**src/rtl/asg_dac_slew.sv**
```systemverilog
// rtl/asg_dac_slew.sv - DAC output conditioning: soft park/enable ramps and tracking slew limiter
module asg_dac_slew #(
  parameter int DW = 14,
  parameter int CW = 32
) (
  input  logic                 dac_clk_i,
  input  logic                 dac_rst_i,
  input  logic signed [DW-1:0] dat_i,
  input  logic                 set_en_i,
  input  logic signed [DW-1:0] set_park_i,
  input  logic        [DW-1:0] set_ramp_i,
  input  logic        [DW-1:0] set_slew_i,
  input  logic                 set_clr_i,
  output logic signed [DW-1:0] dat_o,
  output logic        [1:0]    state_o,
  output logic                 ramp_done_o,
  output logic        [CW-1:0] lim_cnt_o
);

  typedef enum logic [1:0] {
    PARKED  = 2'd0,
    RAMP_UP = 2'd1,
    TRACK   = 2'd2,
    RAMP_DN = 2'd3
  } state_t;

  state_t          state;
  logic [DW-1:0]   target;
  logic [DW-1:0]   lim;
  logic [DW:0]     cur_ext;
  logic [DW:0]     tgt_ext;
  logic [DW:0]     lim_ext;
  logic [DW:0]     diff;
  logic [DW:0]     diff_abs;
  logic [DW:0]     step_sum;
  logic            reached;
  logic [DW-1:0]   next_out;

  // PARKED uses a zero limit so the park level is applied unconditionally.
  always_comb begin
    target = set_park_i;
    lim    = '0;
    case (state)
      RAMP_UP: begin
        target = dat_i;
        lim    = set_ramp_i;
      end
      TRACK: begin
        target = dat_i;
        lim    = set_slew_i;
      end
      RAMP_DN: begin
        target = set_park_i;
        lim    = set_ramp_i;
      end
      default: begin
        target = set_park_i;
        lim    = '0;
      end
    endcase
  end

  // One extra bit holds any difference of two DW-bit codes without overflow.
  assign cur_ext  = {dat_o[DW-1], dat_o};
  assign tgt_ext  = {target[DW-1], target};
  assign lim_ext  = {1'b0, lim};
  assign diff     = tgt_ext - cur_ext;
  assign diff_abs = diff[DW] ? (~diff + 1'b1) : diff;
  assign reached  = (lim == '0) || (diff_abs <= lim_ext);
  assign step_sum = diff[DW] ? (cur_ext - lim_ext) : (cur_ext + lim_ext);
  assign next_out = reached ? target : step_sum[DW-1:0];

  assign state_o = state;

  always_ff @(posedge dac_clk_i) begin
    if (dac_rst_i) begin
      state       <= PARKED;
      dat_o       <= '0;
      ramp_done_o <= 1'b0;
      lim_cnt_o   <= '0;
    end else begin
      dat_o       <= next_out;
      ramp_done_o <= 1'b0;
      case (state)
        PARKED: begin
          if (set_en_i) state <= RAMP_UP;
        end
        RAMP_UP: begin
          if (!set_en_i) begin
            state <= RAMP_DN;
          end else if (reached) begin
            state       <= TRACK;
            ramp_done_o <= 1'b1;
          end
        end
        TRACK: begin
          if (!set_en_i) state <= RAMP_DN;
        end
        RAMP_DN: begin
          if (set_en_i) begin
            state <= RAMP_UP;
          end else if (reached) begin
            state       <= PARKED;
            ramp_done_o <= 1'b1;
          end
        end
        default: state <= PARKED;
      endcase

      // Clear wins over a coincident increment; the counter sticks at all-ones.
      if (set_clr_i) begin
        lim_cnt_o <= '0;
      end else if ((state == TRACK) && !reached && (lim_cnt_o != '1)) begin
        lim_cnt_o <= lim_cnt_o + 1'b1;
      end
    end
  end

endmodule

```
**config.mk**
```make
export PLATFORM = sky130hd
export DESIGN_NAME = asg_dac_slew
export DESIGN_NICKNAME = d
export VERILOG_FILES = /design/src/rtl/asg_dac_slew.sv
export SDC_FILE = /design/constraint.sdc
export NUM_CORES = 1
export LEC_CHECK = 0
export ABC_AREA = 1
export CORE_MARGIN = 3
export CORE_UTILIZATION = 31
export CTS_BUF_LIST = sky130_fd_sc_hd__clkbuf_4
export DETAILED_ROUTE_END_ITERATION = 12
export GPL_ROUTABILITY_DRIVEN = 0
export SLEW_MARGIN = 10
export SYNTH_ARGS = -nofsm -noshare
export SYNTH_HDL_FRONTEND = slang
export SYNTH_SLANG_ARGS = --single-unit
```
**constraint.sdc**
```tcl
create_clock -name dac_clk_i -period 5.2 [get_ports dac_clk_i]
set_input_delay 1.04 -clock dac_clk_i [delete_from_list [all_inputs] [get_ports dac_clk_i]]
set_output_delay 1.04 -clock dac_clk_i [all_outputs]
set_load 0.03 [all_outputs]
```
# [Word-level counts from Yosys, hierarchy flattened]
# Index checks and enable logic that the tools add are counted.
[classes] add_sub_neg=5 order_cmp=1 n_eq_ne=8 mux=16 n_bitwise=1 reduce_logical=10
[ops] cell="14-bit two-way mux" n=3
[ops] cell="32-bit by 1-bit adder with 32-bit output (second input constant)" n=1
[ops] cell="32-bit inequality test (second input constant)" n=1
[ops] cell="14-bit one-hot mux with 2 select lines" n=1
[ops] cell="15-bit by 1-bit adder with 15-bit output (second input constant)" n=1
[ops] cell="15-bit by 14-bit less-or-equal comparator with 1-bit output" n=1
[ops] cell="15-bit two-way mux" n=1
[ops] cell="15-bit NOT" n=1
[ops] cell="14-bit by 14-bit subtractor with 15-bit output" n=1
[ops] cell="14-bit adder" n=1
[ops] cell="14-bit zero test" n=1
[ops] cell="14-bit subtractor" n=1
[ops] cell="2-bit two-way mux" n=6
[ops] cell="2-bit one-hot mux with 4 select lines" n=1
[ops] cell="3-bit inequality test (second input constant)" n=2
[ops] cell="2-bit OR reduction" n=3
[ops] cell="2-bit == test (second input constant)" n=2
[ops] cell="2-bit inequality test (second input constant)" n=2
[ops] cell="4-bit AND reduction" n=1
[ops] cell="1-bit two-way mux" n=3
[ops] cell="2-bit by 1-bit == test with 1-bit output (second input constant)" n=1
[ops] cell="1-bit logical AND" n=2
[ops] cell="2-bit zero test" n=1
[ops] cell="1-bit one-hot mux with 2 select lines" n=1
[ops] cell="2 further kinds" n=2
[word_totals] regBits=49 input_bits=60

# [Logic depth before layout (Yosys ltp)]
[depth] ltp_word=12 depth_mapped=34

# [Least setup slack after synthesis]
# No wires, ideal clock.
[synth_path] path_kind="reg-to-reg" from="reg state[0], in the netlist state_o[0]" to="reg lim_cnt_o[10]" t_arrival_ns=5.052 path_slack_ns=0.078 path_stages_with_launch=28 period_less_slack_ns=5.122 path_cell_list="dfxtp_1 buf_2 inv_1 ha_1 clkbuf_1 mux2i_1 ha_1 fa_1 ha_1 inv_1 nor2_2 nand3_4 nor2_4 nand3_2 o21ai_0 xor2_1 inv_1 ha_1 nand3_1 nor2_1 a2111oi_0 nand2_1 nand2_1 nand2_2 nand4_4 buf_6 nand2_1 a21oi_1"
[synth_between] elab_chain_cells=12
[synth_lines] item="start: declaration" line_no="27" rtl="state_t state;"
[synth_lines] item="start signal: assignment" line_no="77" rtl="state <= PARKED;"
[synth_lines] item="start signal: assignment" line_no="86" rtl="if (set_en_i) state <= RAMP_UP;"
[synth_lines] item="start signal: assignment" line_no="90" rtl="state <= RAMP_DN;"
[synth_lines] item="2-bit == test or 2-bit by 1-bit == test with 1-bit output (tied branches)" line_no="43, 113"
[synth_lines] item="2-bit OR reduction (no source line)"
[synth_lines] item="14-bit two-way mux" line_no="43" rtl="case (state)"
[synth_lines] item="14-bit by 14-bit subtractor with 15-bit output" line_no="67" rtl="assign diff = tgt_ext - cur_ext;"
[synth_lines] item="15-bit NOT" line_no="68" rtl="assign diff_abs = diff[DW] ? (~diff + 1'b1) : diff;"
[synth_lines] item="15-bit by 1-bit adder with 15-bit output" line_no="68"
[synth_lines] item="15-bit two-way mux" line_no="68"
[synth_lines] item="15-bit by 14-bit less-or-equal comparator with 1-bit output" line_no="69" rtl="assign reached = (lim == '0) || (diff_abs <= lim_ext);"
[synth_lines] item="1-bit logical OR" line_no="69"
[synth_lines] item="1-bit zero test" line_no="113" rtl="end else if ((state == TRACK) && !reached && (lim_cnt_o != '1)) begin"
[synth_lines] item="1-bit logical AND (*) (2 in a row)" line_no="113"
[synth_lines] item="end signal: assignment" line_no="114" rtl="lim_cnt_o <= lim_cnt_o + 1'b1;"
[synth_lines] item="end: declaration" line_no="17" rtl="output logic [CW-1:0] lim_cnt_o"
# Every way passes the cells marked *; elsewhere a longest branch is shown, timed or not.
# A chain may end at the register's enable or synchronous reset.

# [Final worst setup path]
[layout_path] from="in dat_i[0]" to="reg lim_cnt_o[30]"
[layout_between] elab_chain_cells=10
[layout_lines] item="start: declaration" line_no="8" rtl="input logic signed [DW-1:0] dat_i,"
[layout_lines] item="14-bit two-way mux (*)" line_no="43"
[layout_lines] item="14-bit by 14-bit subtractor with 15-bit output (*)" line_no="67"
[layout_lines] item="15-bit NOT" line_no="68"
[layout_lines] item="15-bit by 1-bit adder with 15-bit output" line_no="68"
[layout_lines] item="15-bit two-way mux (*)" line_no="68"
[layout_lines] item="15-bit by 14-bit less-or-equal comparator with 1-bit output (*)" line_no="69"
[layout_lines] item="1-bit logical OR (*)" line_no="69"
[layout_lines] item="1-bit zero test (*)" line_no="113"
[layout_lines] item="1-bit logical AND (*) (2 in a row)" line_no="113"
# Marks and branches as above.

==> run_results.csv <==
group,metric,value,unit
outcome,status,"completed",
synthesis,ys_warn_count,0,
clock_tree,htree_num_levels,2,
synthesis,synth_top_family_by_area,"simple AND/OR/NAND/NOR gates",
placement,hpwl,13600,um
floorplanning,fp.dieH,140,um
synthesis,yosys_register_bits,49,
synthesis,synth_cells,868,
sta,max-slew-margin-rel,36.5,%
critical_path,ff2ff_setup_slack,0.45,ns
critical_path,crit_arrival,5.18,ns
route,remaining_drc_errors,0,
floorplanning,die_area,19600,um2
clock_tree,cts_hold_buffers,0,
synthesis,avgSynthCellArea,6.41,um2
synthesis,synth_compound_area_share,14.0,%
synthesis,synth_fa_ha_area_share,11.7,%
route,dr.pass1.iters,5,
sta,fin_skew,0.0147,ns
sta,whs,0.512,ns
placement,portBuffers,108,
sta,fin_crit_sh,92.6,%
synthesis,synth_top_area_share,17.6,%
route,wl_per_cell,13.9,um
sta,fmax,208,MHz
route,wirelength,17100,um
critical_path,cp-start-kind,"input port",
final_layout,final_common_cell,"nand2_1",
floorplanning,die_x,140,um
synthesis,synthSimpleGateAreaFrac,36.1,%
route,dr.first_iter.drc_count,310,
placement,placed_cells,1225,
clock_tree,root_buffer,"clkbuf_4",
final_layout,final_cells,1233,
synthesis,synthMuxAreaShare,0.180,%
critical_path,path_class,"in2reg",
global_route,grt_max_degree,32,
job,drv_cap,0,
sta,hold_violations,0,
clock_tree,cts_setup_buffers,0,
floorplanning,pin_count,109,
global_route,track_usage,17.3,%
synthesis,synth.area.top_cells,"dfxtp_1, nand2_1, ha_1",
route,drtAntennaViolNets,0,
clock_tree,numClockSinks,49,
route,vias_per_cell,4.84,
sta,slew_violations,0,
synthesis,syn-cell-area,5570,um2
critical_path,required,5.56,ns
clock_tree,cts_resized,0,
clock_tree,path_clk_slew,0.18,ns
sta,setup_viol,0,
synthesis,yosysSeqAreaShare,17.6,%
floorplanning,core-area,17400,um2
critical_path,cp-end-kind,"flop",
floorplanning,initial_core_util,32.0,%
final_layout,antenna_cells,0,
global_route,grt_pass1_wl,28500,um
global_route,antenna_found_initial,0,
final_layout,final_cell_mix,"nand2_1, clkdlybuf4s50_1, inv_1, nor2_1, a21oi_1",
clock_tree,clkLatencyLatePin,0.43,ns
synthesis,yosys.area.top_type,"dfxtp_1",
floorplanning,rows,48,
sta,worst_slew_pin_slew,0.951,ns
synthesis,synth_fp_nets,979,
clock_tree,cts_buffers,5,
final_layout,syn_to_final_growth,31.3,%
final_layout,drive_above_1_share,10.8,%
final_layout,nFillCells,1891,
worst_hold_path,hold_path.class,"reg2reg",
final_layout,final_nets,1118,
clock_tree,cts_tree,"built",
synthesis,synth_cell_types,46,
route,vias,5965,
global_route,overflow,0,
synthesis,synth_xor_area_share,10.2,%
critical_path,critPathMaxFanout,19,
sta,fin_crit,4.82,ns
clock_tree,clk_path_buf_depth,2,
global_route,grt_pass1_vias,5765,
==> Yosys cell counts (all sizes together) <==
cell     count
a22o        13
nor4         6
clkbuf       9
nor2        86
nand3b       7
nand3       34
buf         16
a21o         3
o31ai        1
inv        107
a31oi        4
o221ai       2
o21ai       30
nor3        17
ha          49
fa           2
a2111oi      1
mux2i        1
nor3b        1
nand4       43
clkinv       1
a211oi       2
xor2        47
dfxtp       49
o21a         2
o211ai       1
a21oi       67
o21bai       5
nand2      245
xnor2       17
==> path summary, 6_finish.rpt <==
kind / cells past startpoint / start / end
worst max-delay path: 26 / dat_i[0] / lim_cnt_o[30]
worst min-delay path: 2 / lim_cnt_o[28] / lim_cnt_o[28]
worst max register to register: 29 / state_o[1] / dat_o[11]
worst min register to register: 2 / lim_cnt_o[28] / lim_cnt_o[28]
==> through the flow <==
step / cell area, um2 / utilization, % / worst slack [ns] / TNS [ns]
6_report: 7310 / 42.0 / 0.385 / 0
3_3_place_gp: 7200 / 41.4 / -0.250 / -9.99
4_1_cts: 7260 / 41.7 / 0.125 / 0
2_1_floorplan: 5570 / - / 0.0777 / 0
5_1_grt: 7310 / 42.0 / -0.000811 / -0.00148
3_5_place_dp: 7200 / 41.4 / -0.339 / -14.38
==> cell type report <==
class	count	area [um2]	share of cell area, %
clock buffer	5	37.5	0.513
multi-input combinational	686	4060	55.6
sequential	49	981	13.4
timing repair buffer	157	1520	20.7
tap	225	282	3.85
clock inverter	3	25.0	0.342
inverter	108	409	5.60
==> routing by layer <==
metal | share of wire [%] | vias to the layer above | track usage (%)
li1 | - | 3140 | -
met1 | 50 | 2683 | 24.5
met2 | 45 | 126 | 28.1
met3 | 3.7 | 16 | 2.56
met4 | 1.3 | 0 | 3.67
met5 | 0 | - | 0
==> flip-flops by register name (all words and copies together) (netlist names) <==
signal,count
lim_cnt_o,32
dat_o,14
state_o,2
ramp_done_o,1
==> kinds of logic after synthesis <==
family / after synthesis
muxes: 1
AOI/OAI and AO/OA: 131
xor gates and xnor gates: 64
adders and majority gates: 51
DFF: 49
and+or+nand+nor: 439
buffers and inverters: 133
==> worst max-delay path, stage by stage <==
cell and delay, ns:
clkdlybuf4s50_1 0.45, mux2i_1 0.11, ha_1 0.23, fa_1 0.41, xnor2_1 0.16, inv_1 0.07, nand3_1 0.09, nor2_1 0.13
nand2_1 0.08, nor2_1 0.14, nand2_1 0.09, nor2_1 0.09, inv_1 0.06, o31ai_2 0.19, xor2_1 0.18, ha_1 0.27
nand3_1 0.15, nor2_1 0.08, a2111oi_2 0.31, nand2_1 0.09, nand2_1 0.14, nand2_2 0.10, nand4_4 0.10, buf_12 0.18
nand2_1 0.06, a21oi_1 0.14
Power is left out: the tool's default activity adds up to more than one toggle a clock period on the data nets, which glitch-free logic cannot reach.
